## src/rtl/i2c_slave_regfile.sv

```systemverilog
// I2C slave bridging the bus to a byte-wide register file with an
// auto-incrementing pointer; SCL/SDA are oversampled on clk.
// Ports: clk, rst_n (sync, active-low), scl_i/sda_i raw pads,
//   sda_oe pull-low enable, reg_addr/reg_wdata/reg_wr_en/reg_rdata
//   register port, busy while addressed.
module i2c_slave_regfile #(
  parameter logic [6:0] SLAVE_ADDR = 7'h2A,
  parameter int         PTR_W      = 4,
  parameter int         FILTER_LEN = 3
) (
  input  logic             clk,
  input  logic             rst_n,
  input  logic             scl_i,
  input  logic             sda_i,
  output logic             sda_oe,
  output logic [PTR_W-1:0] reg_addr,
  output logic [7:0]       reg_wdata,
  output logic             reg_wr_en,
  input  logic [7:0]       reg_rdata,
  output logic             busy
);

  localparam logic [2:0] CNT_MAX = 3'(FILTER_LEN - 1);

  typedef enum logic [3:0] {
    S_IDLE, S_ADDR, S_ADDR_ACK, S_PTR, S_PTR_ACK,
    S_WDATA, S_WDATA_ACK, S_RDATA, S_RDATA_ACK
  } state_t;

  logic [1:0] scl_sync_q, scl_sync_d;
  logic [1:0] sda_sync_q, sda_sync_d;
  logic [2:0] scl_cnt_q, scl_cnt_d;
  logic [2:0] sda_cnt_q, sda_cnt_d;
  logic       scl_f_q, scl_f_d;
  logic       sda_f_q, sda_f_d;
  logic       scl_p_q, sda_p_q;

  state_t     state_q, state_d;
  logic [2:0] bit_q, bit_d;
  logic [7:0] sh_q, sh_d;
  logic [PTR_W-1:0] ptr_q, ptr_d;
  logic       oe_q, oe_d;
  logic       busy_q, busy_d;
  logic       wr_q, wr_d;
  logic [7:0] wdata_q, wdata_d;
  logic       ack_q, ack_d;

  logic       scl_rise, scl_fall;
  logic       start_c, stop_c;
  logic [7:0] rx_byte;

  // Filtered lines flip only after FILTER_LEN consecutive differing samples.
  always_comb begin
    scl_sync_d = {scl_sync_q[0], scl_i};
    sda_sync_d = {sda_sync_q[0], sda_i};
    scl_f_d    = scl_f_q;
    sda_f_d    = sda_f_q;
    scl_cnt_d  = 3'd0;
    sda_cnt_d  = 3'd0;
    if (scl_sync_q[1] != scl_f_q) begin
      if (scl_cnt_q == CNT_MAX) scl_f_d = scl_sync_q[1];
      else scl_cnt_d = scl_cnt_q + 3'd1;
    end
    if (sda_sync_q[1] != sda_f_q) begin
      if (sda_cnt_q == CNT_MAX) sda_f_d = sda_sync_q[1];
      else sda_cnt_d = sda_cnt_q + 3'd1;
    end
  end

  assign scl_rise = scl_f_q & ~scl_p_q;
  assign scl_fall = ~scl_f_q & scl_p_q;
  assign start_c  = sda_p_q & ~sda_f_q & scl_f_q & scl_p_q;
  assign stop_c   = ~sda_p_q & sda_f_q & scl_f_q & scl_p_q;
  assign rx_byte  = {sh_q[6:0], sda_f_q};

  always_comb begin
    state_d = state_q;
    bit_d   = bit_q;
    sh_d    = sh_q;
    ptr_d   = ptr_q;
    oe_d    = oe_q;
    busy_d  = busy_q;
    wr_d    = 1'b0;
    wdata_d = wdata_q;
    ack_d   = ack_q;
    // Pointer advances the clk after each write strobe.
    if (wr_q) ptr_d = ptr_q + PTR_W'(1);
    if (start_c) begin
      state_d = S_ADDR;
      bit_d   = 3'd7;
      oe_d    = 1'b0;
    end else if (stop_c) begin
      state_d = S_IDLE;
      oe_d    = 1'b0;
      busy_d  = 1'b0;
    end else begin
      case (state_q)
        S_ADDR: if (scl_rise) begin
          sh_d = rx_byte;
          if (bit_q == 3'd0) begin
            if (rx_byte[7:1] == SLAVE_ADDR) begin
              state_d = S_ADDR_ACK;
              busy_d  = 1'b1;
            end else begin
              state_d = S_IDLE;
              busy_d  = 1'b0;
            end
          end else bit_d = bit_q - 3'd1;
        end
        // oe_q doubles as the phase flag: first fall opens the slot,
        // second fall closes it.
        S_ADDR_ACK: if (scl_fall) begin
          if (!oe_q) oe_d = 1'b1;
          else if (sh_q[0]) begin
            state_d = S_RDATA;
            sh_d    = reg_rdata;
            oe_d    = ~reg_rdata[7];
            bit_d   = 3'd7;
          end else begin
            state_d = S_PTR;
            oe_d    = 1'b0;
            bit_d   = 3'd7;
          end
        end
        S_PTR: if (scl_rise) begin
          sh_d = rx_byte;
          if (bit_q == 3'd0) begin
            ptr_d   = rx_byte[PTR_W-1:0];
            state_d = S_PTR_ACK;
          end else bit_d = bit_q - 3'd1;
        end
        S_PTR_ACK: if (scl_fall) begin
          if (!oe_q) oe_d = 1'b1;
          else begin
            oe_d    = 1'b0;
            state_d = S_WDATA;
            bit_d   = 3'd7;
          end
        end
        S_WDATA: if (scl_rise) begin
          sh_d = rx_byte;
          if (bit_q == 3'd0) state_d = S_WDATA_ACK;
          else bit_d = bit_q - 3'd1;
        end
        S_WDATA_ACK: if (scl_fall) begin
          if (!oe_q) begin
            oe_d    = 1'b1;
            wr_d    = 1'b1;
            wdata_d = sh_q;
          end else begin
            oe_d    = 1'b0;
            state_d = S_WDATA;
            bit_d   = 3'd7;
          end
        end
        S_RDATA: if (scl_fall) begin
          if (bit_q == 3'd0) begin
            oe_d    = 1'b0;
            state_d = S_RDATA_ACK;
            ack_d   = 1'b0;
          end else begin
            sh_d  = {sh_q[6:0], 1'b0};
            oe_d  = ~sh_q[6];
            bit_d = bit_q - 3'd1;
          end
        end
        S_RDATA_ACK: begin
          if (scl_rise) begin
            ptr_d = ptr_q + PTR_W'(1);
            if (sda_f_q) begin
              state_d = S_IDLE;
              busy_d  = 1'b0;
            end else ack_d = 1'b1;
          end else if (scl_fall && ack_q) begin
            state_d = S_RDATA;
            sh_d    = reg_rdata;
            oe_d    = ~reg_rdata[7];
            bit_d   = 3'd7;
            ack_d   = 1'b0;
          end
        end
        S_IDLE: ;
        default: state_d = S_IDLE;
      endcase
    end
  end

  always_ff @(posedge clk) begin
    if (!rst_n) begin
      scl_sync_q <= 2'b11;
      sda_sync_q <= 2'b11;
      scl_cnt_q  <= 3'd0;
      sda_cnt_q  <= 3'd0;
      scl_f_q    <= 1'b1;
      sda_f_q    <= 1'b1;
      scl_p_q    <= 1'b1;
      sda_p_q    <= 1'b1;
      state_q    <= S_IDLE;
      bit_q      <= 3'd7;
      sh_q       <= 8'd0;
      ptr_q      <= '0;
      oe_q       <= 1'b0;
      busy_q     <= 1'b0;
      wr_q       <= 1'b0;
      wdata_q    <= 8'd0;
      ack_q      <= 1'b0;
    end else begin
      scl_sync_q <= scl_sync_d;
      sda_sync_q <= sda_sync_d;
      scl_cnt_q  <= scl_cnt_d;
      sda_cnt_q  <= sda_cnt_d;
      scl_f_q    <= scl_f_d;
      sda_f_q    <= sda_f_d;
      scl_p_q    <= scl_f_q;
      sda_p_q    <= sda_f_q;
      state_q    <= state_d;
      bit_q      <= bit_d;
      sh_q       <= sh_d;
      ptr_q      <= ptr_d;
      oe_q       <= oe_d;
      busy_q     <= busy_d;
      wr_q       <= wr_d;
      wdata_q    <= wdata_d;
      ack_q      <= ack_d;
    end
  end

  assign sda_oe    = oe_q;
  assign reg_addr  = ptr_q;
  assign reg_wdata = wdata_q;
  assign reg_wr_en = wr_q;
  assign busy      = busy_q;

endmodule

```

## config.mk

```make
export PLATFORM = sky130hd
export DESIGN_NAME = i2c_slave_regfile
export DESIGN_NICKNAME = d
export VERILOG_FILES = /design/src/rtl/i2c_slave_regfile.sv
export SDC_FILE = /design/constraint.sdc
export NUM_CORES = 1
export LEC_CHECK = 0
export BUFFER_PORTS_ARGS = -buffer_cell sky130_fd_sc_hd__buf_2
export CORE_ASPECT_RATIO = 0.8
export CORE_MARGIN = 8
export CORE_UTILIZATION = 61
export CTS_CLUSTER_DIAMETER = 40
export CTS_CLUSTER_SIZE = 8
export DETAILED_ROUTE_END_ITERATION = 8
export PLACE_DENSITY = 0.86
export SKIP_CTS_REPAIR_TIMING = 1
export SLEW_MARGIN = 40
export SYNTH_ARGS = -nofsm -noshare
export SYNTH_HDL_FRONTEND = slang
export SYNTH_SLANG_ARGS = --single-unit
```

## constraint.sdc

```tcl
create_clock -name clk -period 5.52 [get_ports clk]
set_input_delay 0 -clock clk [delete_from_list [all_inputs] [get_ports clk]]
set_output_delay 0 -clock clk [all_outputs]
set_load 0.01 [all_outputs]
```

* Word level (Yosys, flattened, before mapping)
Index checks and enable logic that the tools add are counted.
Storage, ports and cells: RAM bits 0, bits in registers 45, memories kept 0, bits in read-only memories 0, bits in latches 0
Cells by class: multiplexer cells 67, add/sub/neg operators 4, reductions and logical operators 27, eq/ne operators 54, shift operators 0, magnitude comparators 0, bitwise logic cells 23, div/mod/pow operators 0, multipliers 0
Operators by type and width (count):
- 4-bit two-way mux | 21
- 8-bit two-way mux | 8
- 4-bit != test, second input constant | 10
- 4-bit one-hot mux with 8 select lines | 1
- 8-bit one-hot mux with 4 select lines | 1
- 15-bit AND reduction | 2
- 2-bit != test, second input constant | 14
- 3-bit two-way mux | 8
- 3-bit != test, second input constant | 8
- 1-bit two-way mux | 22
- 4-bit by 3-bit equality test with 1-bit output, second input constant | 4
- 1-bit inverter | 15
- 3-bit OR reduction | 5
- 3-bit one-hot mux with 4 select lines | 1
- 6-bit AND reduction | 2
- 4-bit nonzero test | 3
- 11-bit AND reduction | 1
- 2-bit by 1-bit != test with 1-bit output, second input constant | 5
- 5-bit != test, second input constant | 2
- 10-bit AND reduction | 1
- 1-bit AND | 8
- 4-bit by 2-bit equality test with 1-bit output, second input constant | 2
- 4-bit by 1-bit != test with 1-bit output, second input constant | 2
- 4-bit one-hot mux with 2 select lines | 1
- 22 further kinds | 28

* Depth between registers and ports, before layout
word-level depth 8, depth in mapped cells 9, depth with buffers taken out 8

* Worst setup path before layout
No wires, ideal clock.
kind reg-to-reg, start point register state_q[3], end point register sh_q[2], library setup time 0.072 ns, stages on the path, launching flop included 10, required time 5.448 ns, path buffers 3, slack 3.564 ns, arrival time 1.885 ns, cell sequence dfxtp_1 buf_6 or4b_1 buf_4 o31ai_1 a221o_1 nor4b_4 o21a_1 buf_6 mux2i_1
On the way: word-level cells in the longest chain between the ends 4, elaborated cells on any way between the ends 18, classes of those cells 14 x eq/ne; 1 x mux; 3 x reduce/logical
Ends and longest elaborated chain:
- start: declaration | RTL line 38 | state_t state_q, state_d;
- start signal: assignment | RTL line 216 | state_q <= state_d;
- 4-bit by 3-bit equality test with 1-bit output, or another cell as far along | RTL line 97 | case (state_q)
- 3-bit OR reduction (no source line)
- 4-bit nonzero test (no source line) / 2-bit by 1-bit != test with 1-bit output (equally long branches)
- 11-bit AND reduction (no source line)
- end signal: assignment | RTL line 200 | sh_q <= 8'd0;
- end signal: assignment | RTL line 218 | sh_q <= sh_d;
- end: declaration | RTL line 40 | logic [7:0] sh_q, sh_d;
Several ways; a longest one is shown, not always the timed one. A chain may end at the register's enable or synchronous reset.

* Final worst setup path
start point register state_q[1], end point register sh_q[6]
The elaborated chain is that of the path after synthesis.

==> metrics.cfg <==
[timing]
finClkSkew_ns=0.00824
drv_slew=0
rsz0062_at_grt=false
final-setup-viol-count=0
max_clock_freq_ghz=0.353
period_needed_ns=2.83
hold_viol=0
fin_crit_sh_pct=51.3
finalSetupTns_ns=0
maxSlewHeadroom_pct=53.3
fin_ws_ns=2.69
worst_pin_slew_ns=0.699

[global_routing]
grt_pass1_vias=2030
gr-total-overflow=0
grtUsageTotal_pct=20.0
grt_max_degree=44
antenna_found_initial=0
grt_pass1_wl_mm=10.1

[place]
placed_cells=366
portBuffers=26
gp_congestion=0.973
placed_area_um2=2680
post-place-ws_ns=2.77
dp_hpwl_mm=4.22

[clocking]
cts_max_level=2
clk_path_buf_depth=2
cts-buffers-inserted=5
path_clk_slew_ns=0.10
cts.sinks=45
clock_latency_ns=0.31
cts_tree=built
cts_root_buffer=clkbuf_8

[layout]
final_common_cell=dfxtp_1
diodes=0
final_cell_mix=dfxtp_1 (45), nand2_1 (32), buf_2 (26)
nFillCells=354
fin_cells=376
design_area_um2=2820
finalNetCount=337
areaGrowthSynthToFinish_pct=10.2
post-route-util_pct=68.8
drive_gt1_share_pct=13.5
regArea_um2=901
multi_input_comb_area_um2=1550

[setup_path]
reg2reg_from=state_q[1]
crit_path_top_delay_cell=dfxtp_1
crit_path_max_fanout=22
crit_chain=or4b_1 > o31ai_1 > a221o_1 > nor4b_4 > o21a_1 > mux2i_1
critPathArrivalTime_ns=3.07
setup.worst_path.start_class=flip-flop
path_class=flip-flop to flip-flop
cp.required_ns=5.76
critPathMaxStageDelay_ns=0.78
endpoint_kind=flip-flop
crit_path_start=state_q[1]
cp_num_buf_inv=0
critPathTopFamily=compound AO/OA/AOI/OAI gates

[power]
p_per_area_nw_per_um2=236
leakage_nw=1.09
ir_worst_vdd_v=0.000171

[die]
dieHeight_um=73.9
start_util_pct=62.5
die_area_um2=6540
ios=27
rows=21
core_area_um2=4100
die_w_um=88.4

[synth]
syn_avg_cell_area_um2=8.48
synth.distinct_cells=57
synth_compound_area_share_pct=16.4
seq_area_frac_synth_pct=35.2
synthArstFlopShare_pct=0
synthMuxAreaShare_pct=8.60
yosys.area_share.simple_pct=28.5
synth_top_family_by_area=simple AND/OR/NAND/NOR gates
synth-adder-area-share_pct=3.81
synth_xor_area_share_pct=2.74
synth_area_um2=2560
syn-instance-count=302
syn_nets=321
yosys.area.top_type=dfxtp_1
ys_ff_latch=45
yosysTopAreaCellShare_pct=35.2
synthFlopType=dfxtp_1
ys_warn_count=0
synth_edf_count=0
synthTopCellsByArea=dfxtp_1 (35%), mux2i_1 (8.6%), nand2b_1 (4.9%)

[detailed_routing]
routedWlPerCell_um=16.2
via_per_inst=5.88
ant_nets=0
drc=0
drt_iter0_markers=224
num_vias=2211
dr.pass1.iters=5
drt_wl_total_mm=6.08

[run]
cap_violations=0

[run_status]
status=completed

[hold_path]
hold_start=reg_rdata[0]
min_path_type=input port to flip-flop

-- kinds of logic (layout without fill, tap and decap cells) --
logic type / after synthesis / count (layout)
buffers and inverters: 27 / 44
AND/OR/NAND/NOR: 131 / 131
AO/OA/AOI/OAI: 61 / 61
multiplexers: 22 / 22
XOR/XNOR: 8 / 8
flip-flops: 45 / 45
adder cells (fa/ha/maj): 8 / 8
-- area by class of cell --
cell class                      count  share of cell area (%)
Inverter                            7                   0.932
Clock buffer                        5                    2.44
Sequential cell                    45                    31.9
Timing Repair Buffer               29                    5.59
Multi-Input combinational cell    230                    54.8
Clock inverter                      3                    1.77
Tap cell                           57                    2.53
-- state kept, by name (all words and copies together), names as in the netlist, 3 cells and up --
name and flops:
sda_cnt_q 3, reg_wdata 8, reg_addr 4, sh_q 8, bit_q 3, scl_cnt_q 3
state_q 4
-- synthesized netlist by cell type, types with 2 or more instances --
cell       n
buf_6      2
nor2b_1   15
nand3_1    6
ha_1       7
nand4b_1   2
nor4b_1    2
xor2_1     5
mux2i_1   22
nor3_1     8
or3_1      3
a211oi_1   2
nor4_1     2
a21oi_1   13
a22o_1     6
a311oi_1   2
nand3b_1   3
clkbuf_1  13
buf_1      2
inv_1      7
o21ai_0   14
dfxtp_1   45
buf_2      2
a221o_1    3
o21a_1     3
xnor2_1    3
nor2_1    19
o31ai_1    2
or2_2      2
nand2_1   32
and2_1     4
and3_1     3
nand2b_1  20
a22oi_1    4
-- metrics by stage --
| stage | total power, W | hold slack [ns] |
|---|---|---|
| after floorplan | 0.000390 | 0.101 |
| after global placement | 0.000404 | 0.184 |
| after detailed placement | 0.000404 | 0.188 |
| after CTS | 0.000670 | -0.147 |
| after global routing | 0.000694 | 0.0678 |
| final | 0.000666 | 0.0404 |
-- layer usage --
layer / share of wire (%) / vias to the layer above / track usage [%]
li1: - / 1094 / -
met1: 48 / 1024 / 27.3
met2: 43 / 86 / 28.4
met3: 7.8 / 7 / 5.96
met4: 1.4 / 0 / 8.22
met5: 0 / - / 0
-- report_power, final --
group          switching [W]  total [W]  internal [W]
sequential         0.0000118   0.000340      0.000328
combinational      0.0000349  0.0000597     0.0000248
clock               0.000127   0.000266      0.000139
total               0.000174   0.000666      0.000492
-- tightest hold or removal path, stage by stage --
cell     delay [ns]
buf_2          0.09
a32oi_1        0.05
nand2_1        0.06
o211a_1        0.13
-- worst paths after layout --
check             endpoint  slack [ns]  cells past startpoint
min                sh_q[0]        0.04                      4
max reg2reg        sh_q[6]        2.69                      6
min reg2reg  sda_sync_q[1]        0.43                      1
max                sh_q[6]        2.69                      6
(Power assumes the default switching activity.)
